==> config.mk <==
export PLATFORM = sky130hd
export DESIGN_NAME = sseg_scan_display
export DESIGN_NICKNAME = d
export VERILOG_FILES = /design/src/rtl/sseg_pkg.sv /design/src/rtl/bin2bcd_seq.sv /design/src/rtl/sseg_scan_display.sv
export SDC_FILE = /design/constraint.sdc
export NUM_CORES = 1
export LEC_CHECK = 0
export CORE_MARGIN = 5
export CORE_UTILIZATION = 35
export DETAILED_ROUTE_END_ITERATION = 8
export GPL_TIMING_DRIVEN = 0
export SETUP_SLACK_MARGIN = 0.1
export SLEW_MARGIN = 20
export SYNTH_ARGS = -nofsm -noshare
export SYNTH_HDL_FRONTEND = slang
export SYNTH_SLANG_ARGS = --single-unit
==> constraint.sdc <==
create_clock -name clk -period 2.7 [get_ports clk]
set_clock_uncertainty 0.15 [all_clocks]
set_input_delay 0.27 -clock clk [delete_from_list [all_inputs] [get_ports clk]]
set_output_delay 0.27 -clock clk [all_outputs]
set_load 0.02 [all_outputs]
==> src/rtl/sseg_pkg.sv <==
// Shared constants and types for the scanned seven-segment display.
// Segment patterns are {a,b,c,d,e,f,g}, active low.
package sseg_pkg;

  localparam logic [6:0] SEG_0     = 7'b000_0001;
  localparam logic [6:0] SEG_1     = 7'b100_1111;
  localparam logic [6:0] SEG_2     = 7'b001_0010;
  localparam logic [6:0] SEG_3     = 7'b000_0110;
  localparam logic [6:0] SEG_4     = 7'b100_1100;
  localparam logic [6:0] SEG_5     = 7'b010_0100;
  localparam logic [6:0] SEG_6     = 7'b010_0000;
  localparam logic [6:0] SEG_7     = 7'b000_1111;
  localparam logic [6:0] SEG_8     = 7'b000_0000;
  localparam logic [6:0] SEG_9     = 7'b000_1100;
  localparam logic [6:0] SEG_BLANK = 7'b111_1111;
  localparam logic [6:0] SEG_DASH  = 7'b111_1110;

  typedef enum logic {IDLE, SHIFT} conv_state_e;

  function automatic logic [6:0] bcd_to_seg(input logic [3:0] d);
    case (d)
      4'd0:    return SEG_0;
      4'd1:    return SEG_1;
      4'd2:    return SEG_2;
      4'd3:    return SEG_3;
      4'd4:    return SEG_4;
      4'd5:    return SEG_5;
      4'd6:    return SEG_6;
      4'd7:    return SEG_7;
      4'd8:    return SEG_8;
      4'd9:    return SEG_9;
      default: return SEG_BLANK;
    endcase
  endfunction

endpackage

==> src/rtl/bin2bcd_seq.sv <==
// Sequential double-dabble converter: one shift per cycle, VALUE_W cycles.
// bcd carries the final result combinationally while done is high.
module bin2bcd_seq
  import sseg_pkg::*;
#(
  parameter int VALUE_W    = 8,
  parameter int BCD_DIGITS = 4
) (
  input  logic                      clk,
  input  logic                      reset,
  input  logic [VALUE_W-1:0]        value,
  input  logic                      load,
  output logic [BCD_DIGITS*4-1:0]   bcd,
  output logic                      done,
  output logic                      busy
);

  localparam int CW = $clog2(VALUE_W + 1);

  conv_state_e                           state;
  logic [VALUE_W-1:0]                    bin;
  logic [BCD_DIGITS-1:0][3:0]            acc, adj;
  logic [CW-1:0]                         cnt;
  logic [BCD_DIGITS*4+VALUE_W-1:0]       shifted;

  always_comb begin
    adj = acc;
    for (int i = 0; i < BCD_DIGITS; i++)
      if (acc[i] >= 4'd5) adj[i] = acc[i] + 4'd3;
    shifted = {adj, bin} << 1;
  end

  // done marks the final shift so the display can capture on the same edge busy drops
  assign bcd  = shifted[BCD_DIGITS*4+VALUE_W-1:VALUE_W];
  assign done = (state == SHIFT) && (cnt == CW'(VALUE_W - 1));
  assign busy = (state == SHIFT);

  always_ff @(posedge clk or posedge reset) begin
    if (reset) begin
      state <= IDLE;
      bin   <= '0;
      acc   <= '0;
      cnt   <= '0;
    end else begin
      case (state)
        IDLE: if (load) begin
          bin   <= value;
          acc   <= '0;
          cnt   <= '0;
          state <= SHIFT;
        end
        SHIFT: begin
          {acc, bin} <= shifted;
          cnt        <= cnt + 1'b1;
          if (done) state <= IDLE;
        end
        default: state <= IDLE;
      endcase
    end
  end

endmodule

==> src/rtl/sseg_scan_display.sv <==
// N-digit common-anode display: binary load -> BCD -> time-multiplexed
// anodes with leading-zero blanking and overflow dashes.
module sseg_scan_display
  import sseg_pkg::*;
#(
  parameter int NUM_DIGITS    = 4,
  parameter int VALUE_W       = 8,
  parameter int REFRESH_DIV   = 100000,
  parameter bit BLANK_LEADING = 1'b1
) (
  input  logic                   clk,
  input  logic                   reset,
  input  logic [VALUE_W-1:0]     value,
  input  logic                   load,
  output logic                   busy,
  output logic                   overflow,
  output logic [NUM_DIGITS-1:0]  an,
  output logic [6:0]             seg
);

  localparam int BCD_DIGITS = (NUM_DIGITS > (VALUE_W + 2) / 3) ? NUM_DIGITS : (VALUE_W + 2) / 3;
  localparam int RW         = $clog2(REFRESH_DIV);
  localparam int IW         = (NUM_DIGITS > 1) ? $clog2(NUM_DIGITS) : 1;

  logic [BCD_DIGITS-1:0][3:0] bcd;
  logic                       done;
  logic [NUM_DIGITS-1:0][3:0] disp;
  logic [NUM_DIGITS-1:0]      blank;
  logic                       hi_nz, lead, wrap;
  logic [RW-1:0]              rcnt;
  logic [IW-1:0]              idx, idx_nxt;
  logic [6:0]                 seg_nxt;

  bin2bcd_seq #(.VALUE_W(VALUE_W), .BCD_DIGITS(BCD_DIGITS)) u_conv (
    .clk(clk), .reset(reset), .value(value), .load(load),
    .bcd(bcd), .done(done), .busy(busy)
  );

  always_comb begin
    hi_nz = 1'b0;
    for (int i = NUM_DIGITS; i < BCD_DIGITS; i++)
      hi_nz = hi_nz | (bcd[i] != 4'd0);
  end

  // Walk down from the top digit; blanking stops at the first nonzero digit
  always_comb begin
    lead  = BLANK_LEADING;
    blank = '0;
    for (int i = NUM_DIGITS - 1; i >= 1; i--) begin
      lead     = lead && (disp[i] == 4'd0);
      blank[i] = lead;
    end
  end

  // an/seg are registered from the next index so they always stay paired with idx
  always_comb begin
    wrap    = (rcnt == RW'(REFRESH_DIV - 1));
    idx_nxt = idx;
    if (wrap) idx_nxt = (idx == IW'(NUM_DIGITS - 1)) ? '0 : idx + 1'b1;
    if (overflow)            seg_nxt = SEG_DASH;
    else if (blank[idx_nxt]) seg_nxt = SEG_BLANK;
    else                     seg_nxt = bcd_to_seg(disp[idx_nxt]);
  end

  always_ff @(posedge clk or posedge reset) begin
    if (reset) begin
      disp     <= '0;
      overflow <= 1'b0;
      rcnt     <= '0;
      idx      <= '0;
      an       <= ~NUM_DIGITS'(1);
      seg      <= SEG_0;
    end else begin
      rcnt <= wrap ? '0 : rcnt + 1'b1;
      idx  <= idx_nxt;
      an   <= ~(NUM_DIGITS'(1) << idx_nxt);
      seg  <= seg_nxt;
      if (done) begin
        disp     <= bcd[NUM_DIGITS-1:0];
        overflow <= hi_nz;
      end
    end
  end

endmodule
Yosys cells after proc, flatten, opt, wreduce, memory -nomap -nowiden --
Memories as Yosys holds them, arrays and structs flattened. Index checks and enable logic that the tools add are counted.
Word-level totals: register bits 75, memory bits (read-only) 112, input port bits 11, output and inout port bits 13, logic and storage cells 62, memories 1
Operators by class: add/subtract/negate cells 7, $lt $le $gt $ge 5, equality and inequality tests 4, shift-type cells 1, muxes and demuxes 21, bitwise operators 2, reductions and logical operators 6
Memories:
- (no name shown) | depth 16, width 7, rd ports 1, clocked after Yosys merged registers in 0, wr ports 0, line sseg_pkg.sv:21 | case (d)
Operators with widths (count):
- $pmux 16 s2 | 1
- $mux 4 | 5
- $add 17x1->17 const B | 1
- $eq 17x17->1 const B | 1
- $mux 17 | 1
- $ge 4x3->1 const B | 4
- $mux 16 | 1
- $pmux 8 s2 | 1
- $add 4x2->4 const B | 3
- $logic_not 4->1 | 3
- $bmux 4 s2 | 1
- $mux 8 | 1
- $pmux 4 s2 | 1
- $mux 7 | 1
- $add 4x1->4 const B | 1
- $eq 4x3->1 const B | 1
- $mux 2 | 2
- $not 4->4 | 1
- $shl 1x2->4 const A | 1
- $add 3x2->3 const B | 1
- $logic_and 1x1->1 | 3
- $lt 2x3->1 const B | 1
- $mux 1 | 3
- $mux 3 | 1
- 6 further kinds | 6

Logic depth before layout (Yosys ltp) --
An unclocked memory read counts as a cell.
word-level depth 7, mapped depth 12

By module --
Synthesis repeated with hierarchy kept, for this count alone.
Second synthesis, totals: cells, all modules 382, area total of the unflattened synthesis 4045.1 um^2
Modules (own cells, without submodules):
- sseg_scan_display | instances 1, cells an instance 181, area an instance 2214.6 um^2, sequential area each 1156.1 um^2
- bin2bcd_seq | instances 1, cells an instance 201, area an instance 1830.5 um^2, sequential area each 725.7 um^2

Worst setup path before layout --
Ideal clock, no wire load.
kind register to register, start register rcnt[0], end register seg[1], arrival 2603 ps, required time 2468 ps, setup slack -135 ps, cell stages (with the launch flop) 13, clock period less this slack 2835 ps, path through dfrtp_1 > ha_1 > and4_1 > and4_4 > buf_8 > mux2i_4 > buf_6 > nor2_1 > a221oi_4 > inv_1 > ha_1 > nand2b_1 > a31oi_1
Between the ends: longest elaborated chain between the ends 6, elaborated cells between the ends (all ways) 8
RTL lines:
- start: declaration | line sseg_scan_display.sv:30 | logic [RW-1:0] rcnt;
- start signal: assignment | line sseg_scan_display.sv:74 | rcnt <= wrap ? '0 : rcnt + 1'b1;
- $eq 17x17->1 * | line sseg_scan_display.sv:57 | wrap = (rcnt == RW'(REFRESH_DIV - 1));
- $mux 2 * | line sseg_scan_display.sv:59 | if (wrap) idx_nxt = (idx == IW'(NUM_DIGITS - 1)) ? '0 : idx + 1'b1;
- $bmux 4 s2 | line sseg_scan_display.sv:62 | else seg_nxt = bcd_to_seg(disp[idx_nxt]);
- $mux 4 (implied by the code) | line sseg_scan_display.sv:62
- $mem_v2 16x7
- $mux 7 * | line sseg_scan_display.sv:61 | else if (blank[idx_nxt]) seg_nxt = SEG_BLANK;
- via seg_nxt[1] | line sseg_scan_display.sv:32 | logic [6:0] seg_nxt;
- end signal: assignment | line sseg_scan_display.sv:77 | seg <= seg_nxt;
- end: declaration | line sseg_scan_display.sv:18 | output logic [6:0] seg
The timed path passes the listed nets; every way through them passes the cells marked *. The select of a mux whose other input is x is not followed. A chain may end at the register's enable or synchronous reset.

Worst setup path after layout --
start register rcnt[13], end register seg[1]
The elaborated chain is that of the path after synthesis.

==> run_results.csv <==
group,metric,value,unit
worst_setup_path,cp.buffers_inverters,3,
placed_design,numPortBuffers,22,
run_status,status,"finished, violations left",
sta,slew_violations,0,
global_routing,grt_pass1_wl,13800,um
worst_setup_path,worstSetupEndpointType,"register",
worst_setup_path,cpMaxStageDelayCell,"dfrtp_1",
flow_run,drv_cap,0,
final_layout,fin_nets,443,
sta,fin_crit,2.80,ns
sta,setup_ws,-0.105,ns
yosys,synth_xor_area_share,4.13,%
die,coreArea,10700,sq um
placed_design,place.gp.congestion,0.812,
die,dieArea,13100,sq um
worst_setup_path,arrival,2.92,ns
placed_design,dp_worst_setup_slack,-0.389,ns
run_status,violations,"negative setup slack",
clock_tree,worstSkewPairLatency,0.36,ns
yosys,async_flop_share,100,%
worst_setup_path,critPathLaunchType,"register",
die,die_w,114,um
sta,finalSetupTns,-0.358,ns
final_layout,final_util,44.5,%
clock_tree,cts-root-buf,"clkbuf_8",
hold_path,hold_class,"input port to asynchronous set/reset pin",
worst_setup_path,crit_type,"register to register",
worst_setup_path,path_cells,"nor4b_4, and4_4, buf_8, mux2i_4, buf_6, nor2_4, a221o_2, buf_12, ha_4, nand2b_4, a31oi_1",
pwr,leakage,2.15,nW
yosys,avgSynthCellArea,10.6,sq um
yosys,muxShareOfSynthArea,10.3,%
die,start_util,35.5,%
sta,setup_viol,6,
global_routing,first_global_vias,2913,
clock_tree,cts-htree-levels,3,
clock_tree,clock_sinks,75,
die,die_y,114,um
final_layout,drive_gt1_share,20.7,%
global_routing,gr-total-overflow,0,
pwr,power,4.61,mW
yosys,seq_area_frac_synth,49.3,%
pwr,powerDensity,964,nW/um^2
drt,wl,7550,um
yosys,synth_edf_count,0,
clock_tree,cts_buffers,9,
drt,drc_errors,0,
drt,wl_per_cell,13.5,um
yosys,synth_adder_area_share,5.25,%
yosys,yosys.area_share.simple,15.9,%
yosys,ys.flop_type,"dfrtp_1",
yosys,synth_compound_area_share,11.4,%
sta,rsz0062_at_grt,"true",
final_layout,nFillCells,1027,
worst_setup_path,required,2.82,ns
drt,vias,2803,
final_layout,num_antenna_cells,0,
pwr,peakVddDrop,0.000515,V
yosys,syn_nets,388,
yosys,ys_warn_count,0,
worst_setup_path,timing.rr.start,"rcnt[13]$_DFF_PP0_",
final_layout,area_growth,25.4,%
yosys,synth_top_family_by_area,"simple AND/OR/NAND/NOR gates",
global_routing,grt_usage,12.9,%
sta,worst_slew_pin_slew,0.675,ns
worst_setup_path,critPathMaxFanout,7,
drt,drt_iter0_drc,71,
sta,final-hold-violation-count,0,
worst_setup_path,cpPeakStageDelay,0.42,ns
drt,vias_per_cell,5.00,
die,pin_count,24,
clock_tree,clk_pin_slew,0.09,ns
placed_design,post_dp_cell_area,4240,sq um
sta,slew_headroom,55.0,%
clock_tree,cts_tree,"built",
clock_tree,clockBufferDepth,2,
worst_setup_path,r2r_slack,-0.10,ns
placed_design,hpwl,5270,um
yosys,ys_seq_elements,75,
drt,drtAntennaViolNets,0,
global_routing,antenna_found_initial,0,
final_layout,postLayoutCellArea,4780,sq um
sta,layout_worst_path_cycle_share,104,%
yosys,synth.distinct_cells,50,
drt,dr.pass1.iters,4,
global_routing,grt_max_degree,44,
worst_setup_path,cp_top_family,"simple AND/OR/NAND/NOR gates",
sta,max_freq,357,MHz
die,rows,38,
yosys,synthCells,361,
worst_setup_path,startpoint,"rcnt[13]$_DFF_PP0_",
yosys,synthesis.area,3810,sq um
[power by group]
group          leakage, nW  switching (mW)  total [mW]  internal [mW]
logic                 1.10            1.04        1.96          0.920
registers            0.953           0.258        1.73           1.48
clock network       0.0995           0.453       0.913          0.460
total                 2.15            1.75        4.61           2.86
[Yosys cell counts, drive strengths merged, types with 7 or more instances]
cell,instances,area [sq um]
nand3,7,35.0
nand2,37,139
nand2b,15,93.8
xor2,8,70.1
o21ai,32,160
mux2i,27,299
nor2,24,92.6
mux2,8,93.8
inv,15,56.3
xnor2,10,87.6
clkbuf,8,30.0
a21oi,22,114
ha,16,200
dfrtp,71,1780
[cell families after synthesis]
logic type / Yosys count
flip-flops: 75
AO/OA/AOI/OAI: 72
multiplexers: 35
XOR/XNOR: 18
AND/OR/NAND/NOR: 115
other: 1
adder cells (fa/ha/maj): 16
buffers and inverters: 29
[placed cells by master (no fill, tap or decap), types with 4 or more instances in the layout]
cell type and instances:
clkbuf_8 10, xnor2_1 10, a22o_1 4, o21ai_0 30, nand2b_1 14, ha_1 10, dfstp_2 4, o31ai_1 6
and2_1 4, nand2_1 37, buf_4 16, mux2_2 6, nor2_1 23, nand4_1 4, dfrtp_1 70, xor2_1 8
a21oi_1 19, clkbuf_1 8, mux2i_1 21, inv_2 4, inv_1 9, buf_6 7, clkdlybuf4s50_1 22, a21o_1 4
nand3_1 7, ha_4 5
[routing by layer]
metal	global-route usage [%]	part of all wire (%)	up-vias
li1	-	-	1358
met2	21.3	50	38
met5	0	0	-
met4	3.33	1.2	0
met1	17.0	46	1397
met3	3.01	3.3	10
[final timing paths]
check                           cells after the start                        end
max in group asynchronous                           3           seg[0]$_DFF_PP1_
worst min register to register                      1  u_conv.cnt[3]$_DFFE_PP0P_
worst max-delay path                               11           seg[1]$_DFF_PP0_
worst max register to register                     11           seg[1]$_DFF_PP0_
min in group clk                                    1  u_conv.cnt[3]$_DFFE_PP0P_
worst min-delay path                                2          rcnt[4]$_DFF_PP0_
[through the flow]
stage	hold slack (ns)	instances
after CTS	0.185	560
after detailed placement	0.328	524
after global placement	0.307	523
after floorplan	0.276	361
after global routing	0.223	561
final	0.173	561
[area by class of cell]
type / instances / area [sq um] / area share [%]
flip-flops and latches: 75 / 1880 / 39.4
plain buffers: 14 / 82.6 / 1.73
clock buffers: 10 / 138 / 2.88
well taps: 140 / 175 / 3.66
inverters: 15 / 71.3 / 1.49
multi-input cells: 257 / 1930 / 40.4
clock inverters: 6 / 71.3 / 1.49
repair buffers: 44 / 429 / 8.97
[sequential cells by signal, indices dropped and copies added, names as in the netlist]
signal and cells:
u_conv.bin 8, disp 16, rcnt 17, idx 2
u_conv.acc 16, u_conv.cnt 4, an 4, u_conv.busy 1
seg 7
[repair_timing]
item / 4_1_cts / 5_1_grt
pin swaps: 12 / 7
hold buffers: 0 / 0
cloned: 0 / 0
endpoints found under the setup margin: 7 / 7
setup buffers: 20 / 1
resized for setup: 24 / 11
No activity file was read; power rests on OpenSTA's default activity.
